File: src/rtl/load_store_unit.sv
// Multi-cycle load/store unit between the ALU and a valid/ready data bus.
// Aligns and extends loads, replicates store lanes, stalls the core and reports faults.
module load_store_unit #(
    parameter int unsigned TIMEOUT = 16
) (
    input  logic        clk,
    input  logic        rst,
    input  logic        req_valid,
    input  logic        req_we,
    input  logic [2:0]  req_funct3,
    input  logic [31:0] req_addr,
    input  logic [31:0] req_wdata,
    output logic        stall,
    output logic        rsp_valid,
    output logic [31:0] rsp_rdata,
    output logic [1:0]  rsp_err,
    output logic        bus_valid,
    input  logic        bus_ready,
    output logic        bus_we,
    output logic [31:0] bus_addr,
    output logic [3:0]  bus_be,
    output logic [31:0] bus_wdata,
    input  logic        bus_rvalid,
    input  logic [31:0] bus_rdata
);

    typedef enum logic [1:0] {
        IDLE = 2'd0,
        ADDR = 2'd1,
        WAIT = 2'd2,
        RESP = 2'd3
    } state_e;

    localparam logic [1:0] ERR_OK  = 2'b00;
    localparam logic [1:0] ERR_MIS = 2'b01;
    localparam logic [1:0] ERR_F3  = 2'b10;
    localparam logic [1:0] ERR_TO  = 2'b11;
    localparam logic [7:0] TO_LAST = 8'(TIMEOUT - 32'd1);

    function automatic logic f3_illegal(input logic we, input logic [2:0] f3);
        if (we) begin
            return f3 > 3'b010;
        end else begin
            return (f3 == 3'b011) || (f3[2:1] == 2'b11);
        end
    endfunction

    function automatic logic misaligned(input logic [1:0] size, input logic [1:0] a);
        case (size)
            2'b01:   return a[0];
            2'b10:   return a != 2'b00;
            default: return 1'b0;
        endcase
    endfunction

    function automatic logic [3:0] store_be(input logic [1:0] size, input logic [1:0] a);
        case (size)
            2'b00:   return 4'b0001 << a;
            2'b01:   return a[1] ? 4'b1100 : 4'b0011;
            default: return 4'b1111;
        endcase
    endfunction

    function automatic logic [31:0] store_data(input logic [1:0] size, input logic [31:0] d);
        case (size)
            2'b00:   return {4{d[7:0]}};
            2'b01:   return {2{d[15:0]}};
            default: return d;
        endcase
    endfunction

    function automatic logic [31:0] load_extract(input logic [2:0] f3, input logic [1:0] a,
                                                 input logic [31:0] d);
        logic [7:0]  b;
        logic [15:0] h;
        b = 8'(d >> {a, 3'b000});
        h = a[1] ? d[31:16] : d[15:0];
        case (f3)
            3'b000:  return {{24{b[7]}}, b};
            3'b001:  return {{16{h[15]}}, h};
            3'b100:  return {24'd0, b};
            3'b101:  return {16'd0, h};
            default: return d;
        endcase
    endfunction

    state_e      state_q, state_d;
    logic        we_q, we_d;
    logic [2:0]  f3_q, f3_d;
    logic [31:0] addr_q, addr_d;
    logic [31:0] wdata_q, wdata_d;
    logic [7:0]  cnt_q, cnt_d;
    logic        bus_valid_q, bus_valid_d;
    logic        bus_we_q, bus_we_d;
    logic [31:0] bus_addr_q, bus_addr_d;
    logic [3:0]  bus_be_q, bus_be_d;
    logic [31:0] bus_wdata_q, bus_wdata_d;
    logic        rsp_valid_q, rsp_valid_d;
    logic [31:0] rsp_rdata_q, rsp_rdata_d;
    logic [1:0]  rsp_err_q, rsp_err_d;

    // Next-state, request latch, timeout counter and response capture
    always_comb begin
        state_d     = state_q;
        we_d        = we_q;
        f3_d        = f3_q;
        addr_d      = addr_q;
        wdata_d     = wdata_q;
        cnt_d       = cnt_q;
        rsp_err_d   = ERR_OK;
        rsp_rdata_d = 32'd0;
        case (state_q)
            IDLE: begin
                if (req_valid) begin
                    we_d    = req_we;
                    f3_d    = req_funct3;
                    addr_d  = req_addr;
                    wdata_d = req_wdata;
                    if (f3_illegal(req_we, req_funct3)) begin
                        state_d   = RESP;
                        rsp_err_d = ERR_F3;
                    end else if (misaligned(req_funct3[1:0], req_addr[1:0])) begin
                        state_d   = RESP;
                        rsp_err_d = ERR_MIS;
                    end else begin
                        state_d = ADDR;
                        cnt_d   = 8'd0;
                    end
                end else begin
                    state_d = IDLE;
                end
            end
            ADDR: begin
                cnt_d = cnt_q + 8'd1;
                // A handshake on the final allowed cycle still completes the access
                if (bus_ready) begin
                    state_d = we_q ? RESP : WAIT;
                end else if (cnt_q == TO_LAST) begin
                    state_d   = RESP;
                    rsp_err_d = ERR_TO;
                end else begin
                    state_d = ADDR;
                end
            end
            WAIT: begin
                cnt_d = cnt_q + 8'd1;
                if (bus_rvalid) begin
                    state_d     = RESP;
                    rsp_rdata_d = load_extract(f3_q, addr_q[1:0], bus_rdata);
                end else if (cnt_q == TO_LAST) begin
                    state_d   = RESP;
                    rsp_err_d = ERR_TO;
                end else begin
                    state_d = WAIT;
                end
            end
            RESP: begin
                state_d = IDLE;
            end
            default: begin
                state_d = IDLE;
            end
        endcase
    end

    // Bus and response outputs registered from the next state
    always_comb begin
        bus_valid_d = (state_d == ADDR);
        rsp_valid_d = (state_d == RESP);
        if (state_d == ADDR) begin
            bus_we_d    = we_d;
            bus_addr_d  = {addr_d[31:2], 2'b00};
            bus_be_d    = we_d ? store_be(f3_d[1:0], addr_d[1:0]) : 4'b0000;
            bus_wdata_d = we_d ? store_data(f3_d[1:0], wdata_d) : 32'd0;
        end else begin
            bus_we_d    = 1'b0;
            bus_addr_d  = 32'd0;
            bus_be_d    = 4'b0000;
            bus_wdata_d = 32'd0;
        end
    end

    // State and output registers with synchronous active-low reset
    always_ff @(posedge clk) begin
        if (!rst) begin
            state_q     <= IDLE;
            we_q        <= 1'b0;
            f3_q        <= 3'b000;
            addr_q      <= 32'd0;
            wdata_q     <= 32'd0;
            cnt_q       <= 8'd0;
            bus_valid_q <= 1'b0;
            bus_we_q    <= 1'b0;
            bus_addr_q  <= 32'd0;
            bus_be_q    <= 4'b0000;
            bus_wdata_q <= 32'd0;
            rsp_valid_q <= 1'b0;
            rsp_rdata_q <= 32'd0;
            rsp_err_q   <= 2'b00;
        end else begin
            state_q     <= state_d;
            we_q        <= we_d;
            f3_q        <= f3_d;
            addr_q      <= addr_d;
            wdata_q     <= wdata_d;
            cnt_q       <= cnt_d;
            bus_valid_q <= bus_valid_d;
            bus_we_q    <= bus_we_d;
            bus_addr_q  <= bus_addr_d;
            bus_be_q    <= bus_be_d;
            bus_wdata_q <= bus_wdata_d;
            rsp_valid_q <= rsp_valid_d;
            rsp_rdata_q <= rsp_rdata_d;
            rsp_err_q   <= rsp_err_d;
        end
    end

    // Stall is gated by reset so the core sees no stall while reset is held
    assign stall = rst & (((state_q == IDLE) & req_valid) | (state_q == ADDR) | (state_q == WAIT));

    assign rsp_valid = rsp_valid_q;
    assign rsp_rdata = rsp_rdata_q;
    assign rsp_err   = rsp_err_q;
    assign bus_valid = bus_valid_q;
    assign bus_we    = bus_we_q;
    assign bus_addr  = bus_addr_q;
    assign bus_be    = bus_be_q;
    assign bus_wdata = bus_wdata_q;

endmodule

File: config.mk
export PLATFORM = sky130hd
export DESIGN_NAME = load_store_unit
export DESIGN_NICKNAME = d
export VERILOG_FILES = /design/src/rtl/load_store_unit.sv
export SDC_FILE = /design/constraint.sdc
export NUM_CORES = 1
export LEC_CHECK = 0
export BUFFER_PORTS_ARGS = -buffer_cell sky130_fd_sc_hd__clkbuf_2
export CAP_MARGIN = 10
export CELL_PAD_IN_SITES_DETAIL_PLACEMENT = 1
export CELL_PAD_IN_SITES_GLOBAL_PLACEMENT = 2
export CORE_ASPECT_RATIO = 2
export CORE_MARGIN = 2
export CORE_UTILIZATION = 30
export CTS_BUF_LIST = sky130_fd_sc_hd__clkbuf_16
export DETAILED_ROUTE_END_ITERATION = 16
export PLACE_DENSITY_LB_ADDON = 0.1
export SYNTH_ARGS = -nofsm -noshare
export SYNTH_HDL_FRONTEND = slang
export SYNTH_SLANG_ARGS = --single-unit
File: constraint.sdc
create_clock -name clk -period 2.1 [get_ports clk]
set_input_delay 0.42 -clock clk [delete_from_list [all_inputs] [get_ports clk]]
set_output_delay 0.42 -clock clk [all_outputs]
set_load 0.01 [all_outputs]
==> impl_metrics.toml <==
[outcome]
outcome = "finished clean"

[detailed_routing]
drc = 0
wire_per_inst_um = 17.2
drt_first_pass_iters = 4
dr.first_iter.drc_count = 181
vias = 6059
routed_wl_mm = 21.6
ant_nets = 0
vias_per_cell = 4.82

[synthesis]
synth_area_leaders = "dfxtp_1 (53%), mux2i_1 (8.3%), nand2_1 (5.0%)"
synth_edf_count = 0
ys_top_cells_by_count = "dfxtp_1 (181), nand2_1 (91), nor2_1 (90)"
synth_cell_types = 50
synth-async-reset-ratio_pct = 0
syn_avg_cell_area_um2 = 9.23
yosys_warnings = 0
synth_cells = 743
yosysTopAreaCellShare_pct = 52.8
ys_ff_latch = 181
synth_area_mm2 = 0.00686
ys_seq_area_share_pct = 52.8
synth_ff_type = "dfxtp_1"
synth_most_common_cell = "dfxtp_1"
yosys.area.top_type = "dfxtp_1"

[clock_tree]
cts.sinks = 181
holdBufCountCts = 0
clk_latency_ns = 0.44
cts.clk_slew.worst_paths_ns = 0.07
h-tree-depth = 4
root_buffer = "clkbuf_16"
clock_tree.buffer_depth = 2
tritoncts = "yes"
numCtsBuffers = 17

[critical_path]
worstSetupStartpoint = "state_q[1]$_SDFF_PN0_"
critical_path_class = "reg -> out"
reg2reg_to = "bus_wdata[22]$_SDFF_PN0_"
cp.arrival_ns = 1.59
cp_max_fo = 20
reg2reg_slack_ns = 0.15
startpoint_type = "flop"
worstSetupEndpointType = "output pin"
path_delay_family = "buffers and inverters"
r2r_start = "state_q[1]$_SDFF_PN0_"
max_stage_delay_ns = 0.33
r2r_cells = 8
crit_buf_inv = 3
path_cells = "inv_2 > ha_4 > nand2_1 > buf_12 > a21oi_2 > buf_2"
critPathRequiredTime_ns = 1.68
critPathSlowestCell = "dfxtp_2"

[pwr]
power_density_mw_per_mm2 = 1010
leakagePower_nw = 3.99
vdd_ir_drop_max_mv = 0.584
clock_power_share_pct = 35.0
p_comb_share_pct = 23.3
power_frac_seq_pct = 41.7
internal_power_mw = 6.32
switching_power_mw = 2.76
switching_share_pct = 30.4

[sta]
clock.fmax_mhz = 498
min_period_over_period_pct = 95.6
fin_crit_ns = 2.01
setup-tns-final_ns = 0
setup_viol = 0
skew_ns = 0.00974
hold_viol_final = 0
drv_slew = 0
grt_setup_unrepaired = "no"

[floorplan]
initial_core_util_pct = 30.4
io_pins = 211
die_area_mm2 = 0.0242
rows = 78
dieHeight_um = 218
core_mm2 = 0.0225
dieWidth_um = 111

[run]
maxCapViolations = 0

[global_routing]
antenna_found_initial = 0
grt_pass1_vias = 6497
grt_pass1_wl_mm = 34.4
grt-ovfl-total = 0
grt_max_degree = 71
grt_util_all_layers_pct = 18.2

[finish]
fin_nets = 1079
finish.instance_area_mm2 = 0.00900
drive_above_1_share_pct = 31.0
syn2layout_area_growth_pct = 31.2
antenna_cells = 0

[worst_hold_path]
min_path_cells = 3
hp-start = "bus_rdata[2]"
hold_class = "in -> reg"
min_to = "rsp_rdata[2]$_SDFF_PN0_"

[placed_design]
port_buffers = 208
routabilityCongestion = 0.817
place.detailed.hpwl_mm = 16.3
placed_area_mm2 = 0.00838
==> area by class of cell <==
type	instances	area, um^2
sequential	181	3620
timing repair buffer	251	1450
multi-input combinational	494	2930
fill	2706	13500
clock buffer	17	425
inverter	20	75.1
clock inverter	15	154
tap	280	350
==> metal layers <==
metal	share of wire [%]	GRT usage, %	routed length, um	vias to the layer above
met4	2.7	8.17	583	0
met1	37	18.2	8000	2899
met5	0	0	0	-
met3	5.2	4.84	1120	29
li1	-	-	-	2967
met2	55	34.7	11900	164
==> flip-flops by register name, indices dropped and copies added (netlist names), 3 cells and up <==
name,cells
bus_be,4
cnt_q,8
rsp_rdata,32
bus_wdata,32
bus_addr,30
wdata_q,32
f3_q,3
addr_q,32
==> placed cells by master (no fill, tap or decap), types with 4 or more instances in the layout <==
| cell | count |
|---|---|
| clkbuf_2 | 207 |
| dfxtp_1 | 180 |
| nand2_1 | 91 |
| nor2_1 | 89 |
| a21oi_1 | 64 |
| mux2i_1 | 55 |
| nor3_1 | 40 |
| buf_4 | 37 |
| inv_1 | 18 |
| clkbuf_16 | 17 |
| nand2b_1 | 13 |
| and2_1 | 12 |
| o21ai_0 | 11 |
| a221oi_1 | 9 |
| o22ai_1 | 9 |
| or2_1 | 8 |
| and3b_1 | 8 |
| a211oi_1 | 8 |
| a21boi_0 | 8 |
| ha_1 | 8 |
| a31oi_1 | 7 |
| nor2b_1 | 6 |
| buf_12 | 5 |
| inv_2 | 4 |
| nand3b_1 | 4 |
| nand3_1 | 4 |
==> power by group through the flow <==
stage | registers (mW) | logic (mW) | clock network [mW]
global route | 3.81 | 2.34 | 3.42
CTS | 3.79 | 2.14 | 3.30
floorplan | 3.87 | 1.27 | 0
detailed placement | 3.86 | 2.08 | 0
finish | 3.79 | 2.11 | 3.18
global placement | 3.85 | 2.03 | 0
==> what timing repair did <==
action | 4_1_cts | 5_1_grt
setup buffers | 1 | 0
endpoints found under the hold margin | 0 | 0
pin swaps | 1 | 0
resized for setup | 6 | 5
endpoints found under the setup margin | 1 | 6
==> logic make-up (layout without fill, tap and decap cells) <==
logic type | count (synthesis) | after routing | share of synthesized area (%)
and+or+nand+nor | 289 | 289 | 19.5
muxes | 58 | 58 | 8.48
AOI/OAI and AO/OA | 136 | 136 | 12.4
adders and majority gates | 9 | 9 | 1.64
buffers and inverters | 69 | 303 | 5.07
other | 1 | 2 | 0.0547
DFF | 181 | 181 | 52.8
==> worst min-delay path, cell delays in order <==
cell      delay, ns
clkbuf_2       0.07
o22ai_1        0.05
nor2_1         0.07
==> worst max-delay path by stage <==
stage                                  endpoint  cells after the start  slack, ns
final                                     stall                      6       0.09
after global routing                      stall                      6      0.002
after CTS                                 stall                      6       0.04
after detailed placement  cnt_q[1]$_SDFFE_PN0P_                      9      0.002
after global placement    cnt_q[5]$_SDFFE_PN0P_                      9       0.04
after floorplan           cnt_q[5]$_SDFFE_PN0P_                      7       0.20
==> through the flow <==
| stage | util [%] | setup slack (ns) | total power, mW | cells | hold slack (ns) |
|---|---|---|---|---|---|
| floorplan | - | 0.198 | 5.14 | 744 | 0.437 |
| global placement | 37.2 | 0.0420 | 5.88 | 1225 | 0.445 |
| detailed placement | 37.2 | 0.00156 | 5.95 | 1225 | 0.454 |
| CTS | 39.9 | 0.0383 | 9.23 | 1258 | 0.188 |
| global route | 39.9 | 0.00240 | 9.58 | 1258 | 0.210 |
| finish | 39.9 | 0.0917 | 9.08 | 1258 | 0.213 |
Power figures use the tool's default switching activity.
